--- config.mk ---
export PLATFORM = sky130hd
export DESIGN_NAME = encoder4x2_rr
export DESIGN_NICKNAME = d
export VERILOG_FILES = /design/src/rtl/enc_pkg.sv /design/src/rtl/pri_sel4.sv /design/src/rtl/encoder4x2_rr.sv
export SDC_FILE = /design/constraint.sdc
export NUM_CORES = 1
export LEC_CHECK = 0
export CORE_AREA = 5 5 42 44
export CTS_BUF_LIST = sky130_fd_sc_hd__clkbuf_16
export DETAILED_ROUTE_END_ITERATION = 12
export DIE_AREA = 0 0 47 49
export PLACE_DENSITY = 0.62
export SYNTH_ARGS = -nofsm -noshare
export SYNTH_HDL_FRONTEND = slang
export SYNTH_SLANG_ARGS = --single-unit
--- constraint.sdc ---
create_clock -name clk -period 4.17 [get_ports clk]
set_input_delay 1.251 -clock clk [delete_from_list [all_inputs] [get_ports clk]]
set_output_delay 1.251 -clock clk [all_outputs]
set_load 0.01 [all_outputs]
--- src/rtl/enc_pkg.sv ---
// rtl/enc_pkg.sv - shared constants and state encoding for the 4-to-2 encoder
package enc_pkg;

  localparam bit ENC_FIXED = 1'b0;
  localparam bit ENC_RR    = 1'b1;

  localparam int ENC_N = 4;
  localparam int ENC_W = 2;

  typedef enum logic {
    S_IDLE = 1'b0,
    S_HOLD = 1'b1
  } enc_state_e;

endpackage

--- src/rtl/pri_sel4.sv ---
// rtl/pri_sel4.sv - combinational 4-way priority select, fixed (high index wins) or rotating
module pri_sel4
  import enc_pkg::*;
(
  input  logic [ENC_N-1:0] D,
  input  logic [ENC_W-1:0] ptr,
  input  logic             rr,
  output logic [ENC_W-1:0] winner,
  output logic             any
);

  logic [ENC_N-1:0]   req;
  logic [ENC_W-1:0]   base;
  logic [2*ENC_N-1:0] dbl;
  logic [ENC_N-1:0]   rot;
  logic [ENC_W-1:0]   idx;
  logic [ENC_W-1:0]   pick;

  // Fixed mode reuses the lowest-first search on bit-reversed requests; ~pick undoes the reversal.
  always_comb begin
    req  = rr ? D : {D[0], D[1], D[2], D[3]};
    base = rr ? ptr : '0;
    dbl  = {req, req};
    rot  = dbl[base +: ENC_N];
    idx  = '0;
    for (int i = ENC_N - 1; i >= 0; i--) begin
      if (rot[i]) idx = i[ENC_W-1:0];
    end
    pick   = idx + base;
    winner = rr ? pick : ~pick;
    any    = |D;
  end

endmodule

--- src/rtl/encoder4x2_rr.sv ---
// rtl/encoder4x2_rr.sv - registered 4-to-2 encoder with valid/ack hold and fixed or round-robin priority
module encoder4x2_rr
  import enc_pkg::*;
#(
  parameter bit RR = ENC_RR
) (
  input  logic             clk,
  input  logic             rst,
  input  logic             e,
  input  logic [ENC_N-1:0] D,
  input  logic             ack,
  output logic             A,
  output logic             B,
  output logic             V,
  output logic             Z
);

  enc_state_e       state_q, state_d;
  logic [ENC_W-1:0] code_q, code_d;
  logic [ENC_W-1:0] ptr_q, ptr_d;
  logic             z_q, z_d;
  logic [ENC_W-1:0] winner;
  logic             any;
  logic             slot_free;
  logic             cap;

  pri_sel4 u_sel (
    .D      (D),
    .ptr    (ptr_q),
    .rr     (RR),
    .winner (winner),
    .any    (any)
  );

  assign slot_free = (state_q == S_IDLE) || ack;
  assign cap       = e && any && slot_free;

  always_comb begin
    state_d = state_q;
    code_d  = code_q;
    ptr_d   = ptr_q;
    z_d     = z_q;

    case (state_q)
      S_IDLE: begin
        if (cap) begin
          code_d  = winner;
          state_d = S_HOLD;
        end
      end
      S_HOLD: begin
        // ack without a new capture releases the slot but leaves the old code visible
        if (ack) begin
          if (cap) code_d = winner;
          else     state_d = S_IDLE;
        end
      end
      default: state_d = S_IDLE;
    endcase

    if (e && slot_free) z_d = !any;
    if (cap && (RR == ENC_RR)) ptr_d = winner + 2'd1;
  end

  always_ff @(posedge clk) begin
    if (rst) begin
      state_q <= S_IDLE;
      code_q  <= '0;
      ptr_q   <= '0;
      z_q     <= 1'b0;
    end else begin
      state_q <= state_d;
      code_q  <= code_d;
      ptr_q   <= ptr_d;
      z_q     <= z_d;
    end
  end

  assign A = code_q[1];
  assign B = code_q[0];
  assign V = (state_q == S_HOLD);
  assign Z = z_q;

endmodule

==> results.cfg <==
[power_and_ir_drop]
ir_drop_v = 0.0002648
leakage_uw = 0.0002560
powerDensity_mw_per_mm2 = 531.0
finalPower_uw = 332.2

[floorplan]
die_w_um = 47
start_util_pct = 31.43
coreArea_mm2 = 0.001401
die_area_mm2 = 0.002303
row_count = 14
die_y_um = 49
io_pins = 12

[sta]
tns_ns = 0
clock_skew_ns = 0.00008187
finalCriticalPeriod_ns = 3.625
hold_viol = 0
final-max-slew-violation-count = 0
relSlewSlack_pct = 77.63
period_share_pct = 86.93
setup_viol = 0
rsz0062_at_grt = false
clock.fmax_mhz = 275.9
worst_slew_pin_slew_ns = 0.3351

[setup_path]
critical_path_buf_inv_count = 1
worstPathRequired_ns = 4.28
cp_data_arrival_time_ns = 3.73
cp-start-kind = input pin
cp_top_family = compound AO/OA/AOI/OAI gates
critPathKind = in2reg
crit_chain = clkdlybuf4s50_1 -> nor2_1 -> a211oi_1 -> a31oi_1 -> a211o_1 -> ha_1 -> xnor2_1 -> or3_1 -> a21oi_2 -> mux2_1
path_max_fanout = 8
crit_slowest_cell = clkdlybuf4s50_1
slowest_delay_ns = 0.61
endpoint_kind = flip-flop

[clocking]
cts_buffers = 3
clock_sinks = 6
cts_tree = done
hold_buffers = 0
insertion_delay_ns = 0.23
cts_resized = 0
clockBufferDepth = 2
path_clk_slew_ns = 0.03
clock-root-buffer = clkbuf_16
cts_setup_buffers = 0
htreeDepth = 1

[place]
placed_cell_area_um2 = 550.5
gp_congestion = 0.8493
hpwl_um = 668.1
io_buffers = 11

[hold_path]
min_path_type = reg2reg

[logic_synthesis]
synth_area_per_cell_um2 = 7.593
postSynthCellCount = 58
synth_top_family_by_area = simple AND/OR/NAND/NOR gates
synth_compound_area_share_pct = 17.90
ys_ff_latch = 6
ys_seq_area_share_pct = 27.27
synthesis.area_um2 = 440.4
synthSimpleGateAreaFrac_pct = 34.94
yosysTopAreaCell = dfxtp_1
synthXorXnorAreaFrac_pct = 5.966
synth_fa_ha_area_share_pct = 2.841
synth_top_area_share_pct = 27.27
ys_types = 29
syn-num-nets = 67
yosys_warnings = 0
synth_mux_area_share_pct = 4.830
synthTopCellsByArea = dfxtp_1 27%, nor2_1 12%, xnor2_1 6.0%, a211oi_1 5.1%, nor3_1 4.5%

[layout]
final_cell_mix = 14 x nor2_1, 11 x clkdlybuf4s50_1, 6 x dfxtp_1, 4 x nor3_1
final_area_um2 = 625.6
n_fill_cell = 150
n_antenna_cell = 0
fin_nets = 80
final_common_cell = nor2_1
drive_gt1_share_pct = 7.246
area_delta_synth_final_pct = 42.05

[routing]
drc_errors = 0
routed_wl_um = 930
drtIter0Drc = 5
ant_nets = 0
vias = 440
viasPerCell = 5.176
firstDrtPassIters = 4
wl_per_cell_um = 10.94

[global_routing]
antenna_found_initial = 0
grt_pass1_vias = 356
grt_usage_pct = 8.316
grt_max_degree = 12
gr-total-overflow = 0
grt_pass1_wl_um = 1393

[job]
drv_cap = 0

[status]
status = finished, final reports clean
logic make-up (layout without fill, tap and decap cells):
family	after synthesis	in the layout
XOR/XNOR	3	3
AO/OA/AOI/OAI	11	11
AND/OR/NAND/NOR	31	31
multiplexers	2	2
buffers and inverters	4	15
adder cells (fa/ha/maj)	1	1
flip-flops	6	6
synthesized netlist by cell type:
library cell,instances
nor2_1,14
a21o_1,1
nand2_1,3
and2b_1,1
a21oi_2,1
a211o_1,1
dfxtp_1,6
buf_6,1
and3_1,1
or3_1,1
nor4b_1,2
xnor2_1,3
nor4_1,1
nor3_1,4
a211oi_1,3
or2b_1,1
o21ba_1,1
mux2i_1,1
clkbuf_1,1
buf_2,1
a21oi_1,2
ha_1,1
nand3b_1,1
o21ai_0,1
buf_4,1
mux2_1,1
a31oi_1,1
nand3_1,1
nand2b_1,1
report_power, final:
part           switching, uW  internal [uW]  leakage [uW]
sequential              13.8           67.6     0.0000496
clock                   30.5            123     0.0000370
combinational           42.9           54.6      0.000169
metrics by stage:
| step | hold slack (ns) | worst slack, ns | cells | utilization [%] |
|---|---|---|---|---|
| after floorplan | 0.5150 | 0.9273 | 58 | - |
| after global placement | 0.4836 | 0.3513 | 82 | 39.29 |
| after detailed placement | 0.4865 | 0.3096 | 82 | 39.29 |
| after CTS | 0.4994 | 0.5392 | 85 | 44.64 |
| after global routing | 0.5395 | 0.3764 | 85 | 44.64 |
| final | 0.4949 | 0.5449 | 85 | 44.64 |
per-layer routing:
| layer | vias up | global-route usage (%) | share of wire [%] |
|---|---|---|---|
| met2 | 15 | 10.18 | 40 |
| met1 | 197 | 11.45 | 50 |
| li1 | 226 | - | - |
| met5 | - | 0 | 0 |
| met3 | 2 | 2.214 | 8.3 |
| met4 | 0 | 6.912 | 1.1 |
state kept, by name (all words and copies together) (netlist names):
signal  flops
Z           1
V           1
code_q      2
ptr_q       2
layout make-up:
class	count	area [um2]	share of cell area, %
timing repair buffer	12	117.6	18.80
multi-input combinational	48	292.8	46.80
sequential	6	120.1	19.20
tap	16	20.02	3.200
clock buffer	3	75.07	12.00
final timing paths:
| kind | cells past startpoint | slack, ns | endpoint | start |
|---|---|---|---|---|
| setup / recovery | 10 | 0.54 | ptr_q[1] | D[1] |
| hold reg to reg | 2 | 0.49 | code_q[0] | code_q[0] |
| setup reg to reg | 9 | 1.60 | ptr_q[1] | ptr_q[0] |
| hold / removal | 2 | 0.49 | code_q[0] | code_q[0] |
worst min-delay path: stages, from the launching register on:
cell     delay, ns
dfxtp_1       0.32
mux2i_1       0.06
nor2_1        0.08
Note: power is estimated with default switching activity, not from simulation.
==> RTL edit 1: new RTL, same settings <==
Set the package constant `ENC_W` to 4 (it was 2).
--- a/src/rtl/enc_pkg.sv
+++ b/src/rtl/enc_pkg.sv
@@ -7,3 +7,3 @@
   localparam int ENC_N = 4;
-  localparam int ENC_W = 2;
+  localparam int ENC_W = 4;
 
Behaviour: not the same (Yosys sat finds a counterexample within 4 cycles, from zero or initial values and one cycle with rst high).
==> RTL edit 1 against the original RTL <==
Sequential cell count up 2; design area up 43%; critical endpoint is now ptr_q[3]$_SDFFE_PP0P_; power up 51%; routed wire length up 60%; combinational power up 130%; sequential share of layout area down 1.3 points; area after synthesis up 39%; setup slack worse by 0.50 ns.
==> RTL edit 1: results (changes against the original RTL) <==
| Metric | Value |
|---|---|
| Outcome | `completed` |
| Initial DRC Count | `8 (+3)` |
| DR WL/cell | `14.3 um (+31%)` |
| Top post-synthesis cells by area | `dfxtp_1 26%, mux2i_1 6.6%, ha_1 6.1%` |
| Slowest stage cell, crit path | `mux4_2` |
| Synth cell count leaders | `9 x nor2_1, 8 x dfxtp_1, 5 x a21oi_1, 4 x inv_1, 4 x mux2i_1` |
| Crit path arrival time | `4.24 ns (+0.51 ns)` |
| Hold Path Origin | `code_q[1]$_SDFFE_PP0P_` |
| Share of layout cells above drive strength 1 | `28.4% (+21 points)` |
| FF-to-FF End | `ptr_q[3]$_SDFFE_PP0P_` |
| Routability cong. | `0.849 (about the same)` |
| Logic power comb | `223 uW (+130%)` |
| GRT Total Usage | `13.6% (+5.3 points)` |
| Hold WC Path Type | `reg2reg` |
| Vias in the first global route | `559 (+57%)` |
| Maximum VDD drop | `0.000402 V (+52%)` |
| Cell taking the most area after synthesis | `dfxtp_1` |
| Hold path endpoint | `code_q[1]$_SDFFE_PP0P_` |
| Largest stage delay, worst path | `0.53 ns (-0.08 ns)` |
| Post-CTS Setup Inserts | `0 (unchanged)` |
| Leakage | `0.374 nW (+46%)` |
| Clock latency at the later pin of the worst-skew pair | `0.23 ns (about the same)` |
| Hpwl dp | `990 um (+48%)` |
| Register-to-Register Path Depth | `10 (+1)` |
| DP Area | `796 um^2 (+45%)` |
| Setup Slack @ Placement | `-0.214 ns (-0.524 ns)` |
| Net Switching | `165 uW (+89%)` |
| R2R setup slack | `0.88 ns (-0.72 ns)` |
| Synth cell types | `33 (+14%)` |
| Final Skew | `0.000557 ns (+0.000475 ns)` |
| Sequential share of the synthesized area | `26.2% (-1.0 points)` |
| Critical path fanouts, max | `3 (-5)` |
| Initial antenna violation count | `0 (unchanged)` |
| Via density | `5.48 (+5.9%)` |
| Syn_nets | `78 (+16%)` |
| First-pass GRT wire length | `2310 um (+66%)` |
| Largest registers | `ptr_q x4, code_q x2` |
| Worst-Margin Slew | `0.394 ns (+0.0586 ns)` |
| Seq pwr share | `24.3% (-0.2 points)` |
| Input/output buffers | `11 (unchanged)` |
| Fin nets | `102 (+28%)` |
==> RTL edit 1: cell count changes after synthesis, sizes merged, moves of 3 or more <==
cell,unedited run,this run
o21ai,1,4
nand2,3,0
inv,0,4
nor3b,0,3
nor2,14,9
mux2i,1,4
==> RTL edit 1: kinds of logic (layout without fill, tap and decap cells) <==
logic type	after synthesis	in the layout	share of synthesized area, %
adder cells (fa/ha/maj)	4	4	9.43
multiplexers	6	6	12.7
flip-flops	8	8	26.2
XOR/XNOR	1	1	1.43
AND/OR/NAND/NOR	25	25	25.6
buffers and inverters	6	28	4.51
AO/OA/AOI/OAI	16	16	20.1
==> RTL edit 1: metal layers <==
layer	global-route usage (%)	wire length, um
met5	0	0
met4	6.91	31
met3	3.32	65
met2	21.5	778
met1	16.5	611
==> RTL edit 1: through the flow <==
step           std cells  hold WS, ns  total power [mW]
2_1_floorplan         66        0.490             0.245
3_3_place_gp         100        0.481             0.318
3_5_place_dp         100        0.492             0.322
4_1_cts              103        0.514             0.487
5_1_grt              104        0.546             0.539
6_report             104        0.507             0.502
==> RTL edit 1: worst max-delay path by stage <==
stage,start,endpoint,slack (ns),cells past startpoint
detailed placement,D[3],ptr_q[3]$_SDFFE_PP0P_,-0.21,11
global placement,D[3],ptr_q[3]$_SDFFE_PP0P_,-0.19,11
floorplan,D[3],ptr_q[3]$_SDFFE_PP0P_,0.38,10
CTS,D[3],ptr_q[3]$_SDFFE_PP0P_,0.02,11
finish,D[3],ptr_q[3]$_SDFFE_PP0P_,0.05,11
global route,D[3],ptr_q[3]$_SDFFE_PP0P_,-0.01,11
==> RTL edit 1: final cells by class <==
cell class                 instances  area, um^2
clock buffer                       3        75.1
timing repair buffer              21         188
inverter                           4        15.0
sequential                         8         160
fill                             115         504
multi-input combinational         52         439
tap                               16        20.0
==> RTL edit 2: new RTL, config.mk and constraints unchanged <==
Without the edit above. Make the reset (`rst`) asynchronous in one clocked block.
--- a/src/rtl/encoder4x2_rr.sv
+++ b/src/rtl/encoder4x2_rr.sv
@@ -64,3 +64,3 @@
 
-  always_ff @(posedge clk) begin
+  always_ff @(posedge clk or posedge rst) begin
     if (rst) begin
Function: differs if rst is asserted again (counterexample within 4 cycles, from zero or initial values and one cycle with rst high); with rst held inactive, the same outputs for 10 cycles.
==> RTL edit 2 against the original RTL <==
Register-to-register slack gained 0.39 ns; non-clock buffer count shrank 1; critical path depth shrank 2; routed wire length grew 12%; fmax grew 7.6%; area after synthesis grew 17%; count of clock-buffer cells in the layout is the same; largest cell class unchanged; setup slack gained 0.26 ns; sequential cell count is the same; design area grew 8.2%; final cell count shrank 8.2%; synthesized cell count shrank 8.6%.
Power is not compared: it rests on default switching activity, and its combinational part moved more than twofold at a synthesized area within 25%.
==> RTL edit 2: results (changes against the original RTL) <==
| Metric | Value |
|---|---|
| Via count | `416 (-5.5%)` |
| Sequential share of the synthesized area | `29.1% (+1.8 points)` |
| Launch point of the worst reg-to-reg path | `ptr_q[0]$_DFFE_PP0P_` |
| Hold_ws | `0.489 ns (-0.00590 ns)` |
| Met1 WL | `476 um (+1.7%)` |
| Syn_nets | `62 (-7.5%)` |
| Synth cell count leaders | `6 x dfrtp_1, 5 x nand2_1, 4 x nor3b_1, 3 x buf_6` |
| Final Skew | `0.00232 ns (+0.00224 ns)` |
| Largest net degree at the start of global routing | `11 (-1)` |
| Worst slew margin | `74.1% (-3.5 points)` |
| Worst path top cell family by delay | `simple AND/OR/NAND/NOR gates` |
| Routability cong. | `0.682 (-20%)` |
| Top post-synthesis cells by area | `dfrtp_1 29%, buf_6 6.5%, nor3b_1 5.8%` |
| Initial DRC Count | `8 (+3)` |
| FF-to-FF End | `ptr_q[1]$_DFFE_PP0P_` |
| First-pass GRT wire length | `1680 um (+21%)` |
| Synth cell types | `33 (+14%)` |
| CP required | `4.27 ns (about the same)` |
| Vias in the first global route | `391 (+9.8%)` |
| Post-synth ARST share | `100% (+100 points)` |
| Total internal power | `328 uW` |
| Hpwl dp | `779 um (+17%)` |
| Register-to-Register Path Depth | `7 (-2)` |
| Hold Path Origin | `code_q[1]$_DFFE_PP0P_` |
| Largest stage delay, worst path | `0.59 ns (-0.02 ns)` |
| R2R setup slack | `1.99 ns (+0.39 ns)` |
| Critical path fanouts, max | `10 (+2)` |
| Hold path endpoint | `code_q[1]$_DFFE_PP0P_` |
| Met2 wire len | `412 um (+10%)` |
| First-pass DRT Iterations | `4 (unchanged)` |
| Fin nets | `73 (-8.8%)` |
| Outcome | `completed` |
[RTL edit 2: stage by stage]
step	setup slack [ns]	utilization, %	cells	cell area (um^2)
6_report	0.802	48.3	78	677
5_1_grt	0.688	48.3	78	677
4_1_cts	0.799	48.3	78	677
3_5_place_dp	0.571	42.9	75	602
3_3_place_gp	0.615	42.9	75	602
2_1_floorplan	1.22	-	53	517
[RTL edit 2: per-layer routing]
metal,vias to the layer above,GRT usage [%]
met4,0,9.68
met3,3,4.43
met2,18,11.8
li1,208,-
met1,187,14.1
met5,-,0
[RTL edit 2: cells by family (layout without fill, tap and decap cells)]
| logic type | after synthesis | count (layout) | synth area share, % |
|---|---|---|---|
| simple gates | 19 | 19 | 21.8 |
| compound gates | 12 | 12 | 20.6 |
| buf+inv | 7 | 16 | 10.2 |
| flops | 6 | 6 | 29.1 |
| xor+xnor | 4 | 4 | 6.78 |
| mux | 4 | 4 | 9.20 |
| fa+ha+maj | 1 | 1 | 2.42 |
[RTL edit 2: layout make-up]
class	instances	area [um^2]	share of cell area [%]
clock buffers	3	75.1	11.1
multi-input cells	40	314	46.4
inverters	2	7.51	1.11
repair buffers	11	110	16.3
well taps	16	20.0	2.96
flip-flops and latches	6	150	22.2
[RTL edit 2: worst max-delay path by stage]
stage	from	end	slack, ns	cells after the start
after floorplan	D[2]	ptr_q[1]$_DFFE_PP0P_	1.22	8
after global placement	D[2]	ptr_q[1]$_DFFE_PP0P_	0.62	8
after detailed placement	D[2]	ptr_q[1]$_DFFE_PP0P_	0.57	8
after CTS	D[2]	ptr_q[1]$_DFFE_PP0P_	0.80	8
after global routing	D[2]	ptr_q[1]$_DFFE_PP0P_	0.69	8
final	D[2]	ptr_q[1]$_DFFE_PP0P_	0.80	8
[RTL edit 2: worst min-delay path: stages (launching register included)]
cell     delay (ns)
dfrtp_1        0.33
nand2_1        0.05
o21ai_1        0.07
[RTL edit 2: power by group through the flow]
stage	clock network, mW	registers (mW)	logic [mW]
2_1_floorplan	0	0.0968	0.202
3_3_place_gp	0	0.115	0.221
3_5_place_dp	0	0.113	0.226
4_1_cts	0.156	0.113	0.227
5_1_grt	0.162	0.116	0.250
6_report	0.154	0.113	0.225
